--- src/rtl/scurve_sweep_scheduler.sv ---
// rtl/scurve_sweep_scheduler.sv - DAC0 threshold S-curve scan sequencer
// Loads each DAC0 point, counts injections/triggers, and writes 3-word records plus a tail marker.
module scurve_sweep_scheduler #(
    parameter logic [15:0] SETTLE_CYCLES = 16'd400,
    parameter logic [15:0] TAIL_WORD     = 16'hFF45
) (
    input  logic        Clk,
    input  logic        reset_n,
    input  logic        SweepStart,
    input  logic        SweepStop,
    input  logic [9:0]  StartDAC0,
    input  logic [9:0]  EndDAC0,
    input  logic [9:0]  DACStep,
    input  logic [15:0] MaxCountNumber,
    input  logic        CTest_Pulse,
    input  logic        Trigger,
    output logic [9:0]  OutDAC0,
    output logic        LoadSCParameter,
    input  logic        MicrorocConfigDone,
    output logic [15:0] SCurveData,
    output logic        SCurveData_en,
    input  logic        DataFifoFull,
    output logic        SweepBusy,
    output logic        ACQDone,
    input  logic        DataTransmitDone
);

    typedef enum logic [3:0] {
        S_IDLE,
        S_LOAD_SC,
        S_WAIT_CFG,
        S_SETTLE,
        S_COUNT,
        S_WR_HDR,
        S_WR_TRIG,
        S_WR_PULSE,
        S_NEXT,
        S_WR_TAIL,
        S_DONE
    } state_t;

    state_t      state;
    logic        start_q1;
    logic        start_q2;
    logic        start_pulse;
    logic [9:0]  end_dac;
    logic [9:0]  step_dac;
    logic [15:0] max_cnt;
    logic [15:0] settle_cnt;
    logic [15:0] pulse_cnt;
    logic [15:0] trig_cnt;
    logic        acq_arm;
    logic [10:0] next_dac;
    logic [15:0] pulse_inc;

    assign start_pulse = start_q1 & ~start_q2;
    // 11-bit sum so a step past 1023 ends the scan instead of wrapping to a low DAC
    assign next_dac    = {1'b0, OutDAC0} + {1'b0, step_dac};
    assign pulse_inc   = pulse_cnt + 16'd1;

    always_ff @(posedge Clk or negedge reset_n) begin
        if (!reset_n) begin
            start_q1 <= 1'b0;
            start_q2 <= 1'b0;
        end else begin
            start_q1 <= SweepStart;
            start_q2 <= start_q1;
        end
    end

    always_ff @(posedge Clk or negedge reset_n) begin
        if (!reset_n) begin
            state           <= S_IDLE;
            OutDAC0         <= 10'd0;
            LoadSCParameter <= 1'b0;
            SCurveData      <= 16'd0;
            SCurveData_en   <= 1'b0;
            SweepBusy       <= 1'b0;
            ACQDone         <= 1'b0;
            end_dac         <= 10'd0;
            step_dac        <= 10'd0;
            max_cnt         <= 16'd0;
            settle_cnt      <= 16'd0;
            pulse_cnt       <= 16'd0;
            trig_cnt        <= 16'd0;
            acq_arm         <= 1'b0;
        end else begin
            LoadSCParameter <= 1'b0;
            SCurveData_en   <= 1'b0;
            ACQDone         <= 1'b0;
            if (SweepStop && state != S_IDLE) begin
                state     <= S_IDLE;
                SweepBusy <= 1'b0;
                acq_arm   <= 1'b0;
            end else begin
                case (state)
                    S_IDLE: begin
                        if (start_pulse) begin
                            OutDAC0   <= StartDAC0;
                            end_dac   <= EndDAC0;
                            step_dac  <= (DACStep == 10'd0) ? 10'd1 : DACStep;
                            max_cnt   <= (MaxCountNumber == 16'd0) ? 16'd1 : MaxCountNumber;
                            SweepBusy <= 1'b1;
                            state     <= S_LOAD_SC;
                        end
                    end
                    S_LOAD_SC: begin
                        LoadSCParameter <= 1'b1;
                        state           <= S_WAIT_CFG;
                    end
                    S_WAIT_CFG: begin
                        if (MicrorocConfigDone) begin
                            settle_cnt <= 16'd0;
                            state      <= S_SETTLE;
                        end
                    end
                    S_SETTLE: begin
                        if (settle_cnt == SETTLE_CYCLES - 16'd1) begin
                            pulse_cnt <= 16'd0;
                            trig_cnt  <= 16'd0;
                            state     <= S_COUNT;
                        end else begin
                            settle_cnt <= settle_cnt + 16'd1;
                        end
                    end
                    S_COUNT: begin
                        if (Trigger && trig_cnt != 16'hFFFF) begin
                            trig_cnt <= trig_cnt + 16'd1;
                        end
                        if (CTest_Pulse) begin
                            pulse_cnt <= pulse_inc;
                            if (pulse_inc == max_cnt) begin
                                state <= S_WR_HDR;
                            end
                        end
                    end
                    S_WR_HDR: begin
                        if (!DataFifoFull) begin
                            SCurveData    <= {6'b110000, OutDAC0};
                            SCurveData_en <= 1'b1;
                            state         <= S_WR_TRIG;
                        end
                    end
                    S_WR_TRIG: begin
                        if (!DataFifoFull) begin
                            SCurveData    <= trig_cnt;
                            SCurveData_en <= 1'b1;
                            state         <= S_WR_PULSE;
                        end
                    end
                    S_WR_PULSE: begin
                        if (!DataFifoFull) begin
                            SCurveData    <= pulse_cnt;
                            SCurveData_en <= 1'b1;
                            state         <= S_NEXT;
                        end
                    end
                    S_NEXT: begin
                        if (next_dac[10] || next_dac[9:0] > end_dac) begin
                            state <= S_WR_TAIL;
                        end else begin
                            OutDAC0 <= next_dac[9:0];
                            state   <= S_LOAD_SC;
                        end
                    end
                    S_WR_TAIL: begin
                        if (!DataFifoFull) begin
                            SCurveData    <= TAIL_WORD;
                            SCurveData_en <= 1'b1;
                            acq_arm       <= 1'b1;
                            state         <= S_DONE;
                        end
                    end
                    S_DONE: begin
                        // acq_arm makes ACQDone a single pulse right after the tail write
                        ACQDone <= acq_arm;
                        acq_arm <= 1'b0;
                        if (DataTransmitDone) begin
                            SweepBusy <= 1'b0;
                            state     <= S_IDLE;
                        end
                    end
                    default: begin
                        SweepBusy <= 1'b0;
                        state     <= S_IDLE;
                    end
                endcase
            end
        end
    end

endmodule

--- config.mk ---
export PLATFORM = sky130hd
export DESIGN_NAME = scurve_sweep_scheduler
export DESIGN_NICKNAME = d
export VERILOG_FILES = /design/src/rtl/scurve_sweep_scheduler.sv
export SDC_FILE = /design/constraint.sdc
export NUM_CORES = 1
export LEC_CHECK = 0
export CAP_MARGIN = 10
export CORE_ASPECT_RATIO = 2
export CORE_MARGIN = 10
export CORE_UTILIZATION = 44
export CTS_CLUSTER_SIZE = 30
export DETAILED_ROUTE_END_ITERATION = 12
export GPL_TIMING_DRIVEN = 0
export MAX_ROUTING_LAYER = met4
export PLACE_DENSITY = 0.64
export REMOVE_ABC_BUFFERS = 1
export SYNTH_ARGS = -nofsm -noshare
export SYNTH_HDL_FRONTEND = slang
export SYNTH_SLANG_ARGS = --single-unit
--- constraint.sdc ---
create_clock -name Clk -period 3.9 [get_ports Clk]
set_clock_uncertainty 0.2 [all_clocks]
set_input_delay 0.78 -clock Clk [delete_from_list [all_inputs] [get_ports Clk]]
set_output_delay 0.78 -clock Clk [all_outputs]
set_load 0.01 [all_outputs]
==> reports/metrics.csv, run 1 <==
stage,metric,value,unit
outcome,status,finished with violations,
outcome,violations,negative setup slack,
placed_design,place_hpwl,16000,um
final_layout,drive_gt1_share,14.1,%
floorplanning,fp.dieW,110,um
pwr,p_leak,0.00376,uW
cts,cts_max_level,4,
grt,grtUsageTotal,20.5,%
yosys,synthFlopType,dfrtp_1,
route,ant_nets,0,
placed_design,gp_congestion,0.938,
yosys,syn-cell-area,7080,um^2
floorplanning,num_rows,65,
final_layout,diodes,0,
pwr,power_frac_comb,47.1,%
route,drc,0,
cts,root_buffer,clkbuf_16,
grt,grt_max_degree,64,
timing,worst-slew-pin-transition,1100,ps
cts,cts_max_path_buffers,2,
cts,cts_num_sinks,121,
setup_path,critPathBufInv,2,
yosys,yosysWarnings,0,
setup_path,cpPeakStageDelay,420,ps
setup_path,critical_path_depth,14,
pwr,pwr-share-seq,29.9,%
final_layout,n_fill_cell,1398,
setup_path,cp_slowest_cell,dfrtp_1,
pwr,power_switching,2530,uW
timing,final.min_clock_period,4370,ps
cts,clkTransAtPathRegs,50,ps
grt,grt_pass1_wl,34300,um
cts,cts_buffers,17,
timing,rsz0062_at_grt,true,
setup_path,crit_fanout,4,
yosys,synth-edff-count,0,
pwr,vdd_ir_drop_max,0.677,mV
setup_path,cp_cell_sequence,"ha_1, a211o_1, a21o_1, a21oi_2, xnor2_2, ha_1, and4_1, a221o_1, a221o_1, a211o_1, a2111oi_4, clkbuf_16, buf_8, mux2_4",
placed_design,place_area,8100,um^2
setup_path,required,4010,ps
route,routed_via_density,6.06,
placed_design,io_buffers,84,
grt,antenna_found_initial,0,
placed_design,place_ws,-1090,ps
pwr,swShare,37.0,%
grt,grt-ovfl-total,0,
floorplanning,boundaryPins,85,
yosys,postSynthCellCount,766,
timing,slew_violations,0,
timing,setup_viol,10,
floorplanning,die_h,199,um
cts,cts_hold_buffers,0,
final_layout,postLayoutCoreUtil,56.9,%
setup_path,cp_data_arrival_time,4480,ps
timing,layout_setup_ws,-472,ps
pwr,p_int,4310,uW
setup_path,crit_family,compound AO/OA/AOI/OAI gates,
hold_path,hold_class,in2async,
timing,hold_viol_final,0,
yosys,synthArstFlopShare,100,%
yosys,synth_cell_type_count,64,
final_layout,nets,927,
floorplanning,core_area,15800,um^2
pwr,powerDensity,762,nW/um^2
timing,timing.setup.tns,-4540,ps
route,wl_per_cell,20.3,um
yosys,synth_area_per_cell,9.24,um^2
floorplanning,die_area,21900,um^2
setup_path,rr_worst_depth,14,
final_layout,final_design_area_no_fill,8980,um^2
route,drtIter0Drc,473,
setup_path,start_kind,register,
job,cap_violations,0,
yosys,yosysSeqAreaShare,42.8,%
floorplanning,start_util,44.9,%
route,firstDrtPassIters,6,
timing,slew-limit-headroom,26.6,%
timing,fmax,229,MHz
setup_path,crit_type,reg2reg,
timing,finalCritPeriodShare,112,%
setup_path,endpoint_kind,register,
pwr,clockPowerShare,23.0,%
cts,insertion_delay,430,ps
final_layout,area_delta_synth_final,26.8,%
cts,cts_tree,yes,
grt,first_global_vias,6595,
route,vias,6438,
yosys,ys_seq_elements,121,
route,routed_wl,21500,um
[worst paths after layout]
| kind | end | from | slack (ps) |
|---|---|---|---|
| min in group Clk | start_q2 | start_q1 | 170 |
| max in group asynchronous | pulse_cnt[13] | reset_n | 2650 |
| hold / removal | end_dac[2] | reset_n | 130 |
| setup reg to reg | OutDAC0[3] | step_dac[1] | -470 |
| hold reg to reg | start_q2 | start_q1 | 170 |
| setup / recovery | OutDAC0[3] | step_dac[1] | -470 |
[Yosys cell counts (3+ instances only)]
master	n	share of area (%)
dfrtp_1	121	43
o21ai_0	82	5.8
nand2_1	73	3.9
nor2_1	61	3.2
mux2_2	43	6.8
clkbuf_1	38	2.0
a21oi_1	32	2.3
nand3_1	25	1.8
ha_1	23	4.1
inv_1	22	1.2
xnor2_1	20	2.5
nor3_1	16	1.1
nand4_1	15	1.3
and2_1	13	1.1
and3_1	13	1.1
nor4_1	13	1.1
o31ai_1	13	1.4
a21o_1	12	1.3
a22oi_1	10	1.1
a31oi_1	9	0.80
nand2b_1	9	0.80
nor2b_1	9	0.80
mux2i_1	8	1.1
xor2_1	7	0.87
a41oi_1	6	0.74
and4_1	6	0.74
a222oi_1	5	0.71
o21a_1	5	0.53
a211oi_1	4	0.42
o211ai_1	4	0.42
a211o_1	3	0.37
a221o_1	3	0.42
nor3b_1	3	0.32
o31a_1	3	0.37
or3_1	3	0.27
[metal layers]
metal	track usage, %	wire length, um	part of all wire [%]	vias up
li1	-	-	-	2974
met1	20.1	7600	35	3170
met2	36.9	12000	56	232
met3	3.52	1030	4.8	62
met4	11.2	885	4.1	0
met5	-	0	0	-
[power by group through the flow]
stage | combinational (uW) | clock (uW) | sequential [uW]
detailed placement | 2840 | 0 | 2050
CTS | 3130 | 1600 | 2040
floorplan | 1820 | 0 | 1980
global route | 3510 | 1650 | 2090
finish | 3220 | 1570 | 2040
global placement | 2690 | 0 | 2040
[cells in the final DEF (no fill, tap or decap), types with 4 or more instances in the layout]
master           netlist  routed
and3_1                13      13
clkbuf_16              0      18
nor4_1                13      12
a41oi_1                6       6
nand2_1               73      73
clkinv_2               0       4
buf_6                  0       5
o21a_1                 5       5
inv_1                 22      21
xnor2_1               20      18
and4_1                 6       5
and2_1                13      13
o31ai_1               13      13
clkdlybuf4s50_1        0      83
a21oi_1               32      31
nor2b_1                9       7
nor2_1                61      61
o21ai_0               82      81
buf_4                  0      11
a31oi_1                9       9
nor3_1                16      16
nand4_1               15      15
a222oi_1               5       5
a22oi_1               10      10
mux2_2                43      36
ha_1                  23      21
nand3_1               25      24
mux2_4                 0       7
xor2_1                 7       7
o211ai_1               4       4
nand2b_1               9       9
a21o_1                12      12
dfrtp_1              121     120
mux2i_1                8       7
[cells by family after synthesis]
logic type	count (synthesis)	synth area share [%]
DFF	121	42.8
AOI/OAI and AO/OA	208	18.9
muxes	51	7.97
and+or+nand+nor	270	19.2
buffers and inverters	65	3.50
adders and majority gates	24	4.35
xor gates and xnor gates	27	3.34
[registers in the layout, indices dropped and copies added, names as in the netlist]
| signal | flops |
|---|---|
| SCurveData_en | 1 |
| start_q1 | 1 |
| step_dac | 10 |
| settle_cnt | 16 |
| SCurveData | 16 |
| trig_cnt | 16 |
| SweepBusy | 1 |
| state | 4 |
| pulse_cnt | 16 |
| OutDAC0 | 10 |
| LoadSCParameter | 1 |
| start_q2 | 1 |
| ACQDone | 1 |
| max_cnt | 16 |
| end_dac | 10 |
| acq_arm | 1 |
[final cells by class]
cell class / instances / area, um^2 / area share (%)
clock buffer: 21 / 470 / 5.24
clock inverter: 11 / 120 / 1.34
inverter: 22 / 82.6 / 0.920
multi-input combinational: 580 / 3920 / 43.7
sequential: 121 / 3030 / 33.7
tap: 201 / 251 / 2.80
timing repair buffer: 106 / 1100 / 12.3
[through the flow]
stage	power, uW	hold WS [ps]	std cells
floorplan	3800	147	723
global placement	4730	158	1008
detailed placement	4890	161	1011
CTS	6770	142	1057
global route	7250	164	1062
finish	6840	127	1062
[timing repair]
item,in CTS,in global routing
pin swaps,15,19
endpoints found under the setup margin,11,26
gates resized for setup,26,10
setup buffers,14,3
(Power assumes the default switching activity.)
==> run 2, diff against run 1 <==
--- a/config.mk
+++ b/config.mk
@@ -6,14 +6,17 @@
 export NUM_CORES = 1
 export LEC_CHECK = 0
 export CAP_MARGIN = 10
+export CELL_PAD_IN_SITES_DETAIL_PLACEMENT = 2
+export CELL_PAD_IN_SITES_GLOBAL_PLACEMENT = 2
 export CORE_ASPECT_RATIO = 2
 export CORE_MARGIN = 10
-export CORE_UTILIZATION = 44
+export CORE_UTILIZATION = 32
+export CTS_CLUSTER_DIAMETER = 60
 export CTS_CLUSTER_SIZE = 30
 export DETAILED_ROUTE_END_ITERATION = 12
 export GPL_TIMING_DRIVEN = 0
 export MAX_ROUTING_LAYER = met4
-export PLACE_DENSITY = 0.64
+export PLACE_DENSITY = 0.73
 export REMOVE_ABC_BUFFERS = 1
 export SYNTH_ARGS = -nofsm -noshare
 export SYNTH_HDL_FRONTEND = slang
==> reports/metrics.csv, run 2 (synthesized netlist as in run 1, its figures left out) <==
stage,metric,value,unit
timing,worst-slew-pin-transition,1110,ps
pwr,vdd_ir_drop_max,0.458,mV
floorplanning,boundaryPins,85,
cts,cts_max_level,4,
cts,cts_num_sinks,121,
floorplanning,start_util,32.2,%
route,drtIter0Drc,395,
timing,timing.setup.tns,-5350,ps
final_layout,diodes,0,
setup_path,rr_worst_depth,14,
timing,final.min_clock_period,4480,ps
setup_path,r2r_slack,-580,ps
route,routed_wl,26600,um
pwr,p_leak,0.00379,uW
timing,fmax,223,MHz
setup_path,cp_data_arrival_time,4600,ps
timing,setup_viol,11,
route,routed_via_density,5.72,
timing,whs,113,ps
final_layout,area_delta_synth_final,29.7,%
setup_path,start_kind,register,
setup_path,r2r_start,step_dac[1],
cts,cts_max_path_buffers,2,
final_layout,final_common_cell,dfrtp_1,
cts,root_buffer,clkbuf_16,
final_layout,n_fill_cell,2385,
final_layout,drive_gt1_share,15.4,%
job,cap_violations,0,
route,drc,0,
cts,cts_tree,yes,
floorplanning,core_area,22000,um^2
cts,cts_buffers,17,
cts,clkTransAtPathRegs,60,ps
setup_path,r2r_end,OutDAC0[7],
floorplanning,num_rows,77,
hold_path,hold_class,in2async,
placed_design,gp_congestion,0.896,
grt,grt-ovfl-total,0,
final_layout,layout_common_cells,"119 x dfrtp_1, 83 x clkdlybuf4s50_1, 81 x o21ai_0, 73 x nand2_1, 61 x nor2_1",
grt,grt_pass1_wl,42500,um
timing,slew_violations,0,
outcome,status,finished with violations,
timing,finalCritPeriodShare,115,%
route,firstDrtPassIters,7,
timing,layout_setup_ws,-576,ps
final_layout,nets,932,
grt,first_global_vias,7655,
setup_path,endpoint_kind,register,
cts,cts_hold_buffers,0,
timing,rsz0062_at_grt,true,
floorplanning,fp.dieW,125,um
pwr,powerDensity,794,nW/um^2
timing,slew-limit-headroom,25.8,%
setup_path,crit_type,reg2reg,
grt,antenna_found_initial,0,
grt,grt_max_degree,64,
grt,grtUsageTotal,19.1,%
route,ant_nets,0,
setup_path,crit_fanout,5,
timing,hold_viol_final,0,
floorplanning,die_h,230,um
outcome,violations,negative setup slack,
floorplanning,die_area,28800,um^2
setup_path,required,4020,ps
placed_design,place_hpwl,19700,um
route,wl_per_cell,23.3,um
cts,insertion_delay,450,ps
placed_design,io_buffers,84,
route,vias,6529,
-- run 2: cell count changes in the layout (fill, tap and decap cells not counted), sizes merged --
cell,previous run,this run
buf,22,27
clkbuf,22,19
clkinvlp,3,5
bufinv,2,3
clkinv,5,4
inv,23,24
-- run 2: worst max-delay path by stage --
stage	cells after the start	slack (ps)	startpoint	endpoint
6_report	14	-580	step_dac[1]	OutDAC0[7]
3_5_place_dp	15	-1250	OutDAC0[0]	OutDAC0[0]
5_1_grt	14	-710	step_dac[1]	OutDAC0[7]
3_3_place_gp	1	-3140	reset_n	SCurveData[11]
4_1_cts	17	-660	OutDAC0[0]	OutDAC0[6]
2_1_floorplan	15	-500	OutDAC0[0]	OutDAC0[0]
-- run 2: where the power goes --
group / switching, uW / internal (uW) / total [uW] / leakage, uW
clock: 634 / 1020 / 1660 / 0.000285
sequential: 468 / 1630 / 2100 / 0.00154
combinational: 1710 / 1820 / 3530 / 0.00197
total: 2810 / 4470 / 7290 / 0.00379
-- run 2: repair_timing --
action	CTS	global route
setup endpoints to repair	26	27
pin swaps	20	21
resized for setup	27	10
cloned	0	0
buffers inserted	17	6
-- run 2: worst max-delay path: stages (launching register included) --
cell       delay, ps
dfrtp_2          450
ha_4             250
a211o_1          330
a21o_1           180
a21oi_2          180
xnor2_2          150
ha_1             280
and4_1           230
a221o_1          350
a221o_1          390
a211o_1          350
a2111oi_4        370
clkbuf_16        210
buf_12           120
mux2_4           300
-- run 2: layout make-up --
class | instances | area (um^2) | share of cell area (%)
clock inverters | 14 | 173 | 1.88
multi-input cells | 580 | 3970 | 43.3
inverters | 22 | 82.6 | 0.900
well taps | 276 | 345 | 3.76
repair buffers | 111 | 1140 | 12.4
clock buffers | 18 | 439 | 4.78
flip-flops and latches | 121 | 3030 | 33.0
-- run 2: metal layers --
metal	wire, um	vias to the layer above	track usage [%]
li1	-	2980	-
met1	9250	3374	17.3
met5	0	-	-
met4	923	0	8.71
met3	620	66	3.92
met2	15800	109	36.7
-- run 2: per-stage QoR --
| stage | setup slack (ps) | total power, uW | instance area, um^2 | util (%) | instances |
|---|---|---|---|---|---|
| after floorplan | -496 | 3800 | 6920 | - | 723 |
| after global placement | -3140 | 4830 | 8100 | 36.9 | 1083 |
| after detailed placement | -1250 | 5060 | 8200 | 37.3 | 1087 |
| after CTS | -664 | 7120 | 9060 | 41.3 | 1136 |
| after global routing | -712 | 7780 | 9180 | 41.8 | 1142 |
| final | -576 | 7290 | 9180 | 41.8 | 1142 |
==> run 3, diff against run 2 <==
--- a/config.mk
+++ b/config.mk
@@ -10,13 +10,13 @@
 export CELL_PAD_IN_SITES_GLOBAL_PLACEMENT = 2
 export CORE_ASPECT_RATIO = 2
 export CORE_MARGIN = 10
-export CORE_UTILIZATION = 32
+export CORE_UTILIZATION = 35
 export CTS_CLUSTER_DIAMETER = 60
 export CTS_CLUSTER_SIZE = 30
 export DETAILED_ROUTE_END_ITERATION = 12
 export GPL_TIMING_DRIVEN = 0
 export MAX_ROUTING_LAYER = met4
-export PLACE_DENSITY = 0.73
+export PLACE_DENSITY = 0.76
 export REMOVE_ABC_BUFFERS = 1
 export SYNTH_ARGS = -nofsm -noshare
 export SYNTH_HDL_FRONTEND = slang
==> constraint.sdc (replaced) <==
create_clock -name Clk -period 4.6 [get_ports Clk]
set_clock_uncertainty 0.2 [all_clocks]
set_input_delay 0.92 -clock Clk [delete_from_list [all_inputs] [get_ports Clk]]
set_output_delay 0.92 -clock Clk [all_outputs]
set_load 0.01 [all_outputs]
==> reports/metrics.csv, run 3 (synthesized netlist as in run 1, its figures left out) <==
stage,metric,value,unit
placed_design,io_buffers,84,
cts,clkTransAtPathRegs,60,ps
pwr,vdd_ir_drop_max,0.377,mV
grt,use_met3,3.93,%
setup_path,endpoint_kind,register,
final_layout,final_design_area_no_fill,8980,um^2
route,drc,0,
timing,layout_setup_ws,29.0,ps
timing,slew_violations,0,
placed_design,place_hpwl,19700,um
placed_design,place_ws,-562,ps
timing,finalCritPeriodShare,99.4,%
cts,insertion_delay,450,ps
final_layout,area_delta_synth_final,26.9,%
grt,use_met1,19.7,%
floorplanning,die_area,26700,um^2
final_layout,final_common_cell,dfrtp_1,
placed_design,place_area,8180,um^2
timing,slew-limit-headroom,21.9,%
grt,grtUsageTotal,20.9,%
grt,grt_max_degree,71,
floorplanning,num_rows,73,
floorplanning,boundaryPins,85,
cts,cts_hold_buffers,0,
final_layout,postLayoutCoreUtil,45.1,%
cts,cts_num_sinks,121,
floorplanning,start_util,35.6,%
grt,first_global_vias,7437,
route,firstDrtPassIters,5,
cts,cts_max_path_buffers,2,
timing,final.min_clock_period,4570,ps
setup_path,crit_fanout,7,
timing,hold_viol_final,0,
cts,root_buffer,clkbuf_16,
placed_design,gp_congestion,0.895,
cts,cts_buffers,17,
route,routed_via_density,5.86,
pwr,p_leak,0.00371,uW
route,routed_wl,27100,um
grt,grt_util_met2,39.4,%
final_layout,layout_common_cells,"121 x dfrtp_1, 83 x clkdlybuf4s50_1, 81 x o21ai_0, 73 x nand2_1, 61 x nor2_1",
hold_path,hold_class,reg2reg,
final_layout,nets,921,
cts,cts_max_level,4,
route,drtIter0Drc,368,
setup_path,required,4730,ps
setup_path,cp_data_arrival_time,4700,ps
setup_path,start_kind,register,
grt,grt.busiest_layer,met2,
final_layout,diodes,0,
pwr,powerDensity,676,nW/um^2
setup_path,crit_type,reg2reg,
timing,setup_viol,0,
cts,cts_tree,yes,
floorplanning,fp.dieW,121,um
outcome,status,completed,
floorplanning,die_h,221,um
floorplanning,core_area,19900,um^2
timing,worst-slew-pin-transition,1170,ps
route,wl_per_cell,24.2,um
route,vias,6548,
grt,antenna_found_initial,0,
grt,grt-ovfl-total,0,
grt,grt_pass1_wl,42600,um
final_layout,drive_gt1_share,13.0,%
route,ant_nets,0,
job,cap_violations,0,
timing,rsz0062_at_grt,true,
timing,fmax,219,MHz
run 3: cell types whose count changed in the layout (fill, tap and decap cells not counted), moves of 3 or more:
cell / previous run / this run
mux2_2: 36 / 40
buf_4: 19 / 12
ha_4: 4 / 1
mux2_4: 7 / 3
run 3: power by group:
| group | total [uW] | internal, uW | switching (uW) |
|---|---|---|---|
| registers | 1760 | 1380 | 380 |
| logic | 2840 | 1400 | 1440 |
| clock network | 1470 | 930 | 545 |
| total | 6070 | 3710 | 2360 |
run 3: stage by stage:
step,instances,hold slack (ps),power [uW],setup TNS (ps)
after floorplan,723,147,3220,0
after global placement,1069,163,4070,-327060
after detailed placement,1073,174,4280,-4960
after CTS,1108,186,5890,0
after global routing,1117,198,6450,-1380
final,1117,179,6070,0
run 3: path summary, 6_finish.rpt:
check / cells after the start / to / slack (ps) / start
min: 0 / start_q2 / 180 / start_q1
min in group asynchronous: 1 / end_dac[0] / 210 / reset_n
max in group asynchronous: 2 / SCurveData[15] / 3220 / reset_n
min reg2reg: 0 / start_q2 / 180 / start_q1
max: 16 / OutDAC0[7] / 30 / step_dac[0]
max reg2reg: 16 / OutDAC0[7] / 30 / step_dac[0]
run 3: area by class of cell:
type	count	area [um^2]
sequential	121	3030
fill	2209	10900
timing repair buffer	100	1030
multi-input combinational	580	3890
inverter	22	82.6
clock inverter	12	173
clock buffer	20	457
tap	262	328
run 3: metal layers:
metal  part of all wire [%]  wire length [um]  vias up
met2                     59             15900      128
met3                    2.9               793       46
met5                      0                 0        -
met4                    3.6               970        0
li1                       -                 -     2954
met1                     35              9420     3420
run 3: worst max-delay path, stage by stage, from the launching register on:
cell	delay (ps)
dfrtp_1	400
ha_2	210
inv_2	60
fa_2	230
nor2b_2	60
o31a_1	320
o31a_1	350
o21ai_2	190
nor2b_4	200
xnor2_2	70
ha_1	330
a21o_1	170
a221o_1	400
a211o_1	320
a2111oi_4	380
clkbuf_16	240
mux2_2	330
run 3: what timing repair did:
item / in CTS / in global routing
endpoints found under the setup margin: 10 / 9
setup buffers: 3 / 8
gates cloned: 0 / 0
pin swaps: 2 / 10
resized for setup: 7 / 10
